<file path="src/rtl/note_scroll_controller.sv">
// Note field sequencer: once per scroll tick, erases the field, shifts it down one row,
// then redraws it. It also feeds row_data to the plotter and sends rows leaving the bottom to scoring.
//   state     | meaning
//   WAIT_TICK | counting unpaused cycles to the next scroll tick
//   ERASE     | plotter clearing the old field, waits for pass_done
//   SHIFT     | one cycle: field moves down one row, new row enters at top
//   DRAW      | plotter drawing the shifted field, waits for pass_done
module note_scroll_controller #(
  parameter int ROWS         = 8,
  parameter int TICK_CYCLES  = 3125000,
  parameter int PASS_TIMEOUT = 65535
) (
  input  logic       clk,
  input  logic       reset,
  input  logic       pause_i,
  input  logic [4:0] new_row_i,
  input  logic       new_row_valid_i,
  output logic       new_row_ready_o,
  input  logic [2:0] row_sel_i,
  output logic [4:0] row_data_o,
  input  logic       pass_done_i,
  output logic       clear_note_o,
  output logic       plot_note_o,
  output logic       pass_reset_o,
  output logic [4:0] exit_row_o,
  output logic       exit_valid_o,
  output logic       timeout_err_o
);

  localparam int TW = $clog2(TICK_CYCLES);
  localparam int PW = $clog2(PASS_TIMEOUT + 1);
  localparam logic [TW-1:0] TICK_LAST = TW'(TICK_CYCLES - 1);
  localparam logic [PW-1:0] PASS_LAST = PW'(PASS_TIMEOUT - 1);

  typedef enum logic [1:0] {WAIT_TICK, ERASE, SHIFT, DRAW} state_e;

  state_e          state_q, state_d;
  logic [TW-1:0]   tick_q, tick_d;
  logic [PW-1:0]   pass_cnt_q, pass_cnt_d;
  logic [4:0]      field_q [ROWS];
  logic [4:0]      field_d [ROWS];
  logic [4:0]      exit_row_q, exit_row_d;
  logic            pass_reset_q, pass_reset_d;
  logic            timeout_q, timeout_d;
  logic            pass_ok;

  always_ff @(posedge clk) begin
    if (reset) begin
      state_q      <= WAIT_TICK;
      tick_q       <= '0;
      pass_cnt_q   <= '0;
      exit_row_q   <= '0;
      pass_reset_q <= 1'b0;
      timeout_q    <= 1'b0;
      for (int r = 0; r < ROWS; r++) field_q[r] <= '0;
    end else begin
      state_q      <= state_d;
      tick_q       <= tick_d;
      pass_cnt_q   <= pass_cnt_d;
      exit_row_q   <= exit_row_d;
      pass_reset_q <= pass_reset_d;
      timeout_q    <= timeout_d;
      field_q      <= field_d;
    end
  end

  always_comb begin
    state_d         = state_q;
    tick_d          = tick_q;
    pass_cnt_d      = '0;
    pass_reset_d    = 1'b0;
    timeout_d       = timeout_q;
    exit_row_d      = exit_row_q;
    field_d         = field_q;
    new_row_ready_o = 1'b0;
    // The pass counter is zero on the entry cycle, so a pass_done arriving then is ignored.
    pass_ok         = pass_done_i && (pass_cnt_q != '0);
    case (state_q)
      WAIT_TICK: begin
        if (!pause_i) begin
          if (tick_q == TICK_LAST) begin
            tick_d       = '0;
            state_d      = ERASE;
            pass_reset_d = 1'b1;
          end else begin
            tick_d = tick_q + 1'b1;
          end
        end
      end
      ERASE, DRAW: begin
        pass_cnt_d = pass_cnt_q + 1'b1;
        if (pass_ok) begin
          state_d = (state_q == ERASE) ? SHIFT : WAIT_TICK;
        end else if (pass_cnt_q == PASS_LAST) begin
          timeout_d = 1'b1;
          state_d   = WAIT_TICK;
        end
      end
      SHIFT: begin
        for (int r = 1; r < ROWS; r++) field_d[r] = field_q[r-1];
        field_d[0]      = new_row_valid_i ? new_row_i : 5'd0;
        new_row_ready_o = new_row_valid_i;
        exit_row_d      = field_q[ROWS-1];
        pass_reset_d    = 1'b1;
        state_d         = DRAW;
      end
      default: state_d = WAIT_TICK;
    endcase
  end

  always_comb begin
    row_data_o = '0;
    if (int'(row_sel_i) < ROWS) row_data_o = field_q[row_sel_i];
  end

  assign clear_note_o  = (state_q == ERASE);
  assign plot_note_o   = (state_q == DRAW);
  assign exit_valid_o  = (state_q == SHIFT);
  // Exiting row is presented during SHIFT itself, then held until the next SHIFT.
  assign exit_row_o    = exit_valid_o ? field_q[ROWS-1] : exit_row_q;
  assign pass_reset_o  = pass_reset_q;
  assign timeout_err_o = timeout_q;

endmodule
</file>
<file path="config.mk">
export PLATFORM = sky130hd
export DESIGN_NAME = note_scroll_controller
export DESIGN_NICKNAME = d
export VERILOG_FILES = /design/src/rtl/note_scroll_controller.sv
export SDC_FILE = /design/constraint.sdc
export NUM_CORES = 1
export LEC_CHECK = 0
export ABC_CLOCK_PERIOD_IN_PS = 2800
export CORE_AREA = 2 2 99 101
export DETAILED_ROUTE_END_ITERATION = 10
export DIE_AREA = 0 0 101 103
export PLACE_DENSITY_LB_ADDON = 0.2
export SKIP_LAST_GASP = 1
export SYNTH_ARGS = -nofsm -noshare
export SYNTH_HDL_FRONTEND = slang
export SYNTH_SLANG_ARGS = --single-unit
</file>
<file path="constraint.sdc">
create_clock -name clk -period 2.8 [get_ports clk]
set_clock_uncertainty 0.05 [all_clocks]
set_input_delay 0.7 -clock clk [delete_from_list [all_inputs] [get_ports clk]]
set_output_delay 0.7 -clock clk [all_outputs]
set_load 0.05 [all_outputs]
</file>
After elaboration in Yosys (flattened, before gate mapping)
Cells that the tools add are included.

Bits in registers: 87. Latch bits: 0. Memory bits (writable): 0. ROM bits: 0. Input bits: 13. Output and inout bits: 16. Word-level logic and storage cells: 53. Memories kept: 0.

Add/sub/neg operators: 2. Multipliers: 0. Div/mod/pow operators: 0. $lt $le $gt $ge: 1. Equality and inequality tests: 8. Shifts and indexed selects: 0. Mux-type cells: 16. Bitwise gates (word level): 4. Reduce and logical (&&, ||, !) cells: 8.

Operator list (number): adder 22 x 1 -> 22 bit, second input constant (1); == test 22 bit, second input constant (1); two-way mux 22 bit (1); two-way mux 5 bit (4); adder 16 x 1 -> 16 bit, second input constant (1); == test 16 bit, second input constant (1); nonzero test 16 bit (1); binary-select mux 5 bit (select 3 bit) (1); two-way mux 2 bit (5); one-hot mux 2 bit (3 select lines) (1); AND reduction 3 bit (2); == test 2 bit, second input constant (2); >= comparator 4 bit, second input constant (1); inequality test 2 bit, second input constant (2); NOT 3 -> 4 bit (1); OR reduction 2 bit (2); two-way mux 1 bit (3); inequality test 3 bit, second input constant (1); NOT 1 bit (3); == test 2 x 1 -> 1 bit, second input constant (1); logical NOT 2 bit (1); one-hot mux 1 bit (2 select lines) (1); AND reduction 2 bit (1); logical AND 1 bit (1).

Logic depth before layout (Yosys ltp)
Word-level depth: 4. Depth in mapped cells: 7. Mapped depth without buffers: 6.

Least setup slack after synthesis
Ideal clock, no wire load.

Kind: flip-flop to output port. From: reg state_q[0]. To: out new_row_ready_o. Arrival time: 2.162 ns. Setup slack: -0.112 ns. Cell stages (with the launch flop): 7. Cells stage by stage: dfxtp_1 > inv_1 > nand2_1 > inv_1 > clkbuf_1 > clkbuf_1 > and2_1.

Cells in the longest elaborated chain, start to end: 2.

RTL lines: start, declared (line 37) `state_e state_q, state_d;`; start signal, assigned (line 57) `state_q <= state_d;`; == test 2 bit; via exit_valid_o (line 26) `output logic exit_valid_o,`; two-way mux 1 bit (line 78) `case (state_q)`; end, declared (line 18) `output logic new_row_ready_o,`.

The timed path passes the listed nets, and every way through them passes these cells.

Final worst setup path
From: in row_sel_i[1]. To: out row_data_o[1].

Cells in the longest elaborated chain, start to end: 4.

RTL lines: start, declared (line 19) `input logic [2:0] row_sel_i,`; NOT 3 -> 4 bit (implied by the code) (line 113) `if (int'(row_sel_i) < ROWS) row_data_o = field_q[row_sel_i];`; binary-select mux 5 bit (select 3 bit) (line 113); two-way mux 5 bit (implied by the code) (2 in a row) (line 113); end, declared (line 20) `output logic [4:0] row_data_o,`.

Every way passes these cells. The select of a mux whose other input is x is not followed.

==> results.md <==
Min path:
- The startpoint of the tightest hold check path is exit_row_q[2].
- In this run the worst hold path is classified as flop to flop.

Run status:
- The run finished with clean final reports.

Routing:
- The number of optimization iterations in the first detailed-route pass is 4.
- Once detail routing completed, the nets flagged for antenna violations numbered 0.
- The first routing iteration left 93 violations.
- The vias per cell is 5.382.
- In the routed design, unresolved DRC markers number 0.
- The total via count in the routed design is 3267.
- The average wire per standard cell is 13.66 microns.
- After detailed routing, the total wire length is 8289 microns.

Clock network:
- The clock-pin slew on the worst setup and hold paths is 90 ps.
- The clock root buffer is sky130_fd_sc_hd__clkbuf_8.
- The clock latency on the worst-skew pair is 350 ps.
- The deepest level of the CTS H-tree is 3.
- The CTS tree is built.
- The tree built by TritonCTS fans out to 87 sinks.
- The longest clock path from root to sink contains 2 buffers.
- The number of clock buffers added by TritonCTS is 9.

Layout:
- The antenna diode count is 0.
- The area of all sequential standard cells is 1742 sq um.
- The share of the core filled with cells is 48.85%.
- In the final design database the tool counted 505 nets.
- The area overhead of the layout relative to synthesis is 19.98%.
- The finished cells cover 4621 sq um.
- The filler cell count is 916.
- Summing all multi-input logic gate instances after layout gives 1964 sq um.
- The share of post-route cells with drive strength above 1 is 14.60%.

Die:
- The core footprint is 9459 sq um.
- The die footprint is 10400 sq um.
- The count of pins on the block boundary is 29.
- The initial standard-cell utilization of the core is 40.71%.
- In this run the vertical extent of the chip is 103 microns.
- In this run the core area contains 36 standard-cell rows.
- The die is 101 microns wide.

Setup path:
- The required time of the worst setup path is 2050 ps.
- The category of the worst setup path capture point is a primary output.
- Across all register-to-register paths, the minimum setup slack is 650 ps.
- The critical path arrival is 2000 ps.
- The worst setup path startpoint is row_sel_i[1].
- Along the worst path, the maximum fanout reaches 5.
- The startpoint class of the critical path is a primary input.
- The startpoint-to-endpoint class of the critical path is primary input to primary output.

Global routing:
- The first global-routing pass estimated 13970 microns of wire.
- The number of global-route vias before repair is 2988.
- The initial antenna violation count is 0.
- For this run the aggregate overflow at the end of global routing stands at 0.
- The overall fraction of global-route tracks in use is 16.76%.
- Entering global routing, the biggest net connects 53 pins.

STA:
- The timing-limited maximum frequency is 0.3641 GHz.
- The transition time at the pin with the least slew margin is 694.6 ps.
- The hold violation total from the final report is 0.
- The post-route fraction of the period consumed by the critical path is 98.09%.
- The worst path meets setup with 53.36 ps of slack.
- The count of final setup violators is 0.
- The total negative setup slack is 0 ps.
- Setup repair after global routing could not meet its margin everywhere.
- The final max-slew violation count is 0.
- The headroom to the max-slew limit is 53.09%.
- The smallest clock period supported by the final layout is computed as 2747 ps.

Yosys:
- The number of nets in the synthesized netlist is 471.
- For this run, the number of Yosys warnings is 0.
- The synthesized design contains 87 register bits.
- The share of the yosys chip area belonging to registers is 45.22%.
- The synthesized area is 3851 sq um.
- Synthesis produced a netlist whose cell count is 454.
- The mean cell area of the mapped netlist is 8.483 sq um.
- The number of distinct standard cells referenced by the synthesized netlist is 34.

Placed design:
- The worst slack at placement is -262.9 ps.
- The count of buffers added on input and output ports is 28.
- The placement-stage cell area is 4320 sq um.
- The placed wire-length estimate is 5561 microns.
- The routability congestion estimate from global placement is 0.8426.

Pwr:
- For this design the ratio of total power to cell area is 480.2 nW/um^2.
- The leakage dissipation is 1.564 nW.
- The overall power after layout is 2.219 mW.
- IR analysis of the VDD net gives a maximum drop of 0.0002303 V.

Run:
- The number of maximum-capacitance violations is 0.
[synthesized netlist by cell type, drive strengths merged]
cell type / number / area [sq um]
a21oi: 66 / 330.3
a31o: 1 / 8.760
and2: 4 / 25.02
and3: 6 / 37.54
and4: 2 / 17.52
buf: 5 / 48.79
clkbuf: 20 / 75.07
dfxtp: 87 / 1742
ha: 4 / 50.05
inv: 9 / 33.78
mux2: 5 / 56.30
mux4: 10 / 225.2
nand2: 106 / 397.9
nand3: 18 / 90.09
nand4: 11 / 68.82
nor2: 21 / 78.83
nor3: 5 / 25.02
nor3b: 1 / 7.510
nor4: 4 / 25.02
nor4b: 2 / 17.52
o211a: 1 / 10.01
o211ai: 1 / 7.510
o21ai: 13 / 65.06
o21ba: 1 / 10.01
o311a: 1 / 10.01
o31ai: 7 / 52.55
o41ai: 1 / 8.760
or3: 14 / 87.58
or3b: 1 / 8.760
or4: 11 / 90.08
xnor2: 9 / 78.83
xor2: 7 / 61.31
[placed cells by master, fill, tap and decap left out, types with 4 or more instances in the layout]
cell | Yosys | routed
sky130_fd_sc_hd__nand2_1 | 106 | 106
sky130_fd_sc_hd__dfxtp_1 | 87 | 87
sky130_fd_sc_hd__a21oi_1 | 66 | 66
sky130_fd_sc_hd__nor2_1 | 21 | 21
sky130_fd_sc_hd__nand3_1 | 18 | 18
sky130_fd_sc_hd__buf_4 | 0 | 18
sky130_fd_sc_hd__or3_1 | 14 | 14
sky130_fd_sc_hd__o21ai_0 | 13 | 13
sky130_fd_sc_hd__clkdlybuf4s50_1 | 0 | 13
sky130_fd_sc_hd__nand4_1 | 11 | 11
sky130_fd_sc_hd__mux4_2 | 10 | 10
sky130_fd_sc_hd__or4_1 | 9 | 9
sky130_fd_sc_hd__xnor2_1 | 9 | 9
sky130_fd_sc_hd__clkbuf_8 | 0 | 9
sky130_fd_sc_hd__inv_1 | 9 | 8
sky130_fd_sc_hd__xor2_1 | 7 | 7
sky130_fd_sc_hd__buf_12 | 0 | 7
sky130_fd_sc_hd__and3_1 | 6 | 6
sky130_fd_sc_hd__o31ai_1 | 7 | 6
sky130_fd_sc_hd__nor3_1 | 5 | 5
sky130_fd_sc_hd__and2_1 | 4 | 4
sky130_fd_sc_hd__nor4_1 | 4 | 4
sky130_fd_sc_hd__ha_1 | 4 | 4
sky130_fd_sc_hd__buf_6 | 4 | 4
[final cells by class]
class | count | area share (%)
clock buffers | 9 | 2.681
well taps | 114 | 3.087
clock inverters | 7 | 1.706
repair buffers | 48 | 11.51
inverters | 9 | 0.8123
multi-input cells | 333 | 42.51
flip-flops and latches | 87 | 37.69
[worst paths after layout]
kind / to / cells after the start
setup / recovery: row_data_o[1] / 5
hold / removal: exit_row_q[2] / 2
setup reg to reg: tick_q[21] / 4
hold reg to reg: exit_row_q[2] / 2
[registers in the layout (all words and copies together) (netlist names), named ones only]
register and count:
exit_row_q 5, field_q 40, pass_cnt_q 16, pass_reset_o 1, state_q 1, tick_q 22
timeout_err_o 1
[cell families (layout without fill, tap and decap cells)]
group	after synthesis	count (layout)	share of synthesized area, %
and+or+nand+nor	206	206	25.37
AOI/OAI and AO/OA	92	92	13.06
DFF	87	87	45.22
buffers and inverters	34	73	4.093
xor gates and xnor gates	16	16	3.639
muxes	15	15	7.310
adders and majority gates	4	4	1.300
[worst max-delay path: stages]
cell	delay [ps]
sky130_fd_sc_hd__dlygate4sd2_1	220
sky130_fd_sc_hd__buf_6	130
sky130_fd_sc_hd__mux4_2	500
sky130_fd_sc_hd__mux2_4	290
sky130_fd_sc_hd__buf_8	150
[metal layers]
layer  vias to the layer above  global-route usage, %  part of all wire (%)  routed length, microns
met2                        64                  26.15                    45                    3758
li1                       1660                      -                     -                       -
met5                         -                      0                     0                       0
met1                      1528                  23.13                    49                    4059
met4                         0                  6.237                   1.8                     150
met3                        15                  3.254                   3.9                     320
[through the flow]
| stage | std cells | hold WS, ps |
|---|---|---|
| finish | 607 | 417.8 |
| floorplan | 454 | 390.9 |
| CTS | 604 | 419.0 |
| detailed placement | 586 | 405.8 |
| global placement | 586 | 402.0 |
| global route | 607 | 442.9 |
[power by group]
group          internal, mW  switching (mW)
logic                0.0399          0.0378
registers              1.24         0.00217
clock network         0.424           0.477
[repair_timing]
action                                  in CTS  in global routing
hold buffers                                 0                  0
endpoints found under the setup margin       5                  6
gates cloned                                 1                  0
gates resized for setup                     14                  2
buffers inserted                             1                  3
endpoints found under the hold margin        0                  0
(Power assumes the default switching activity.)
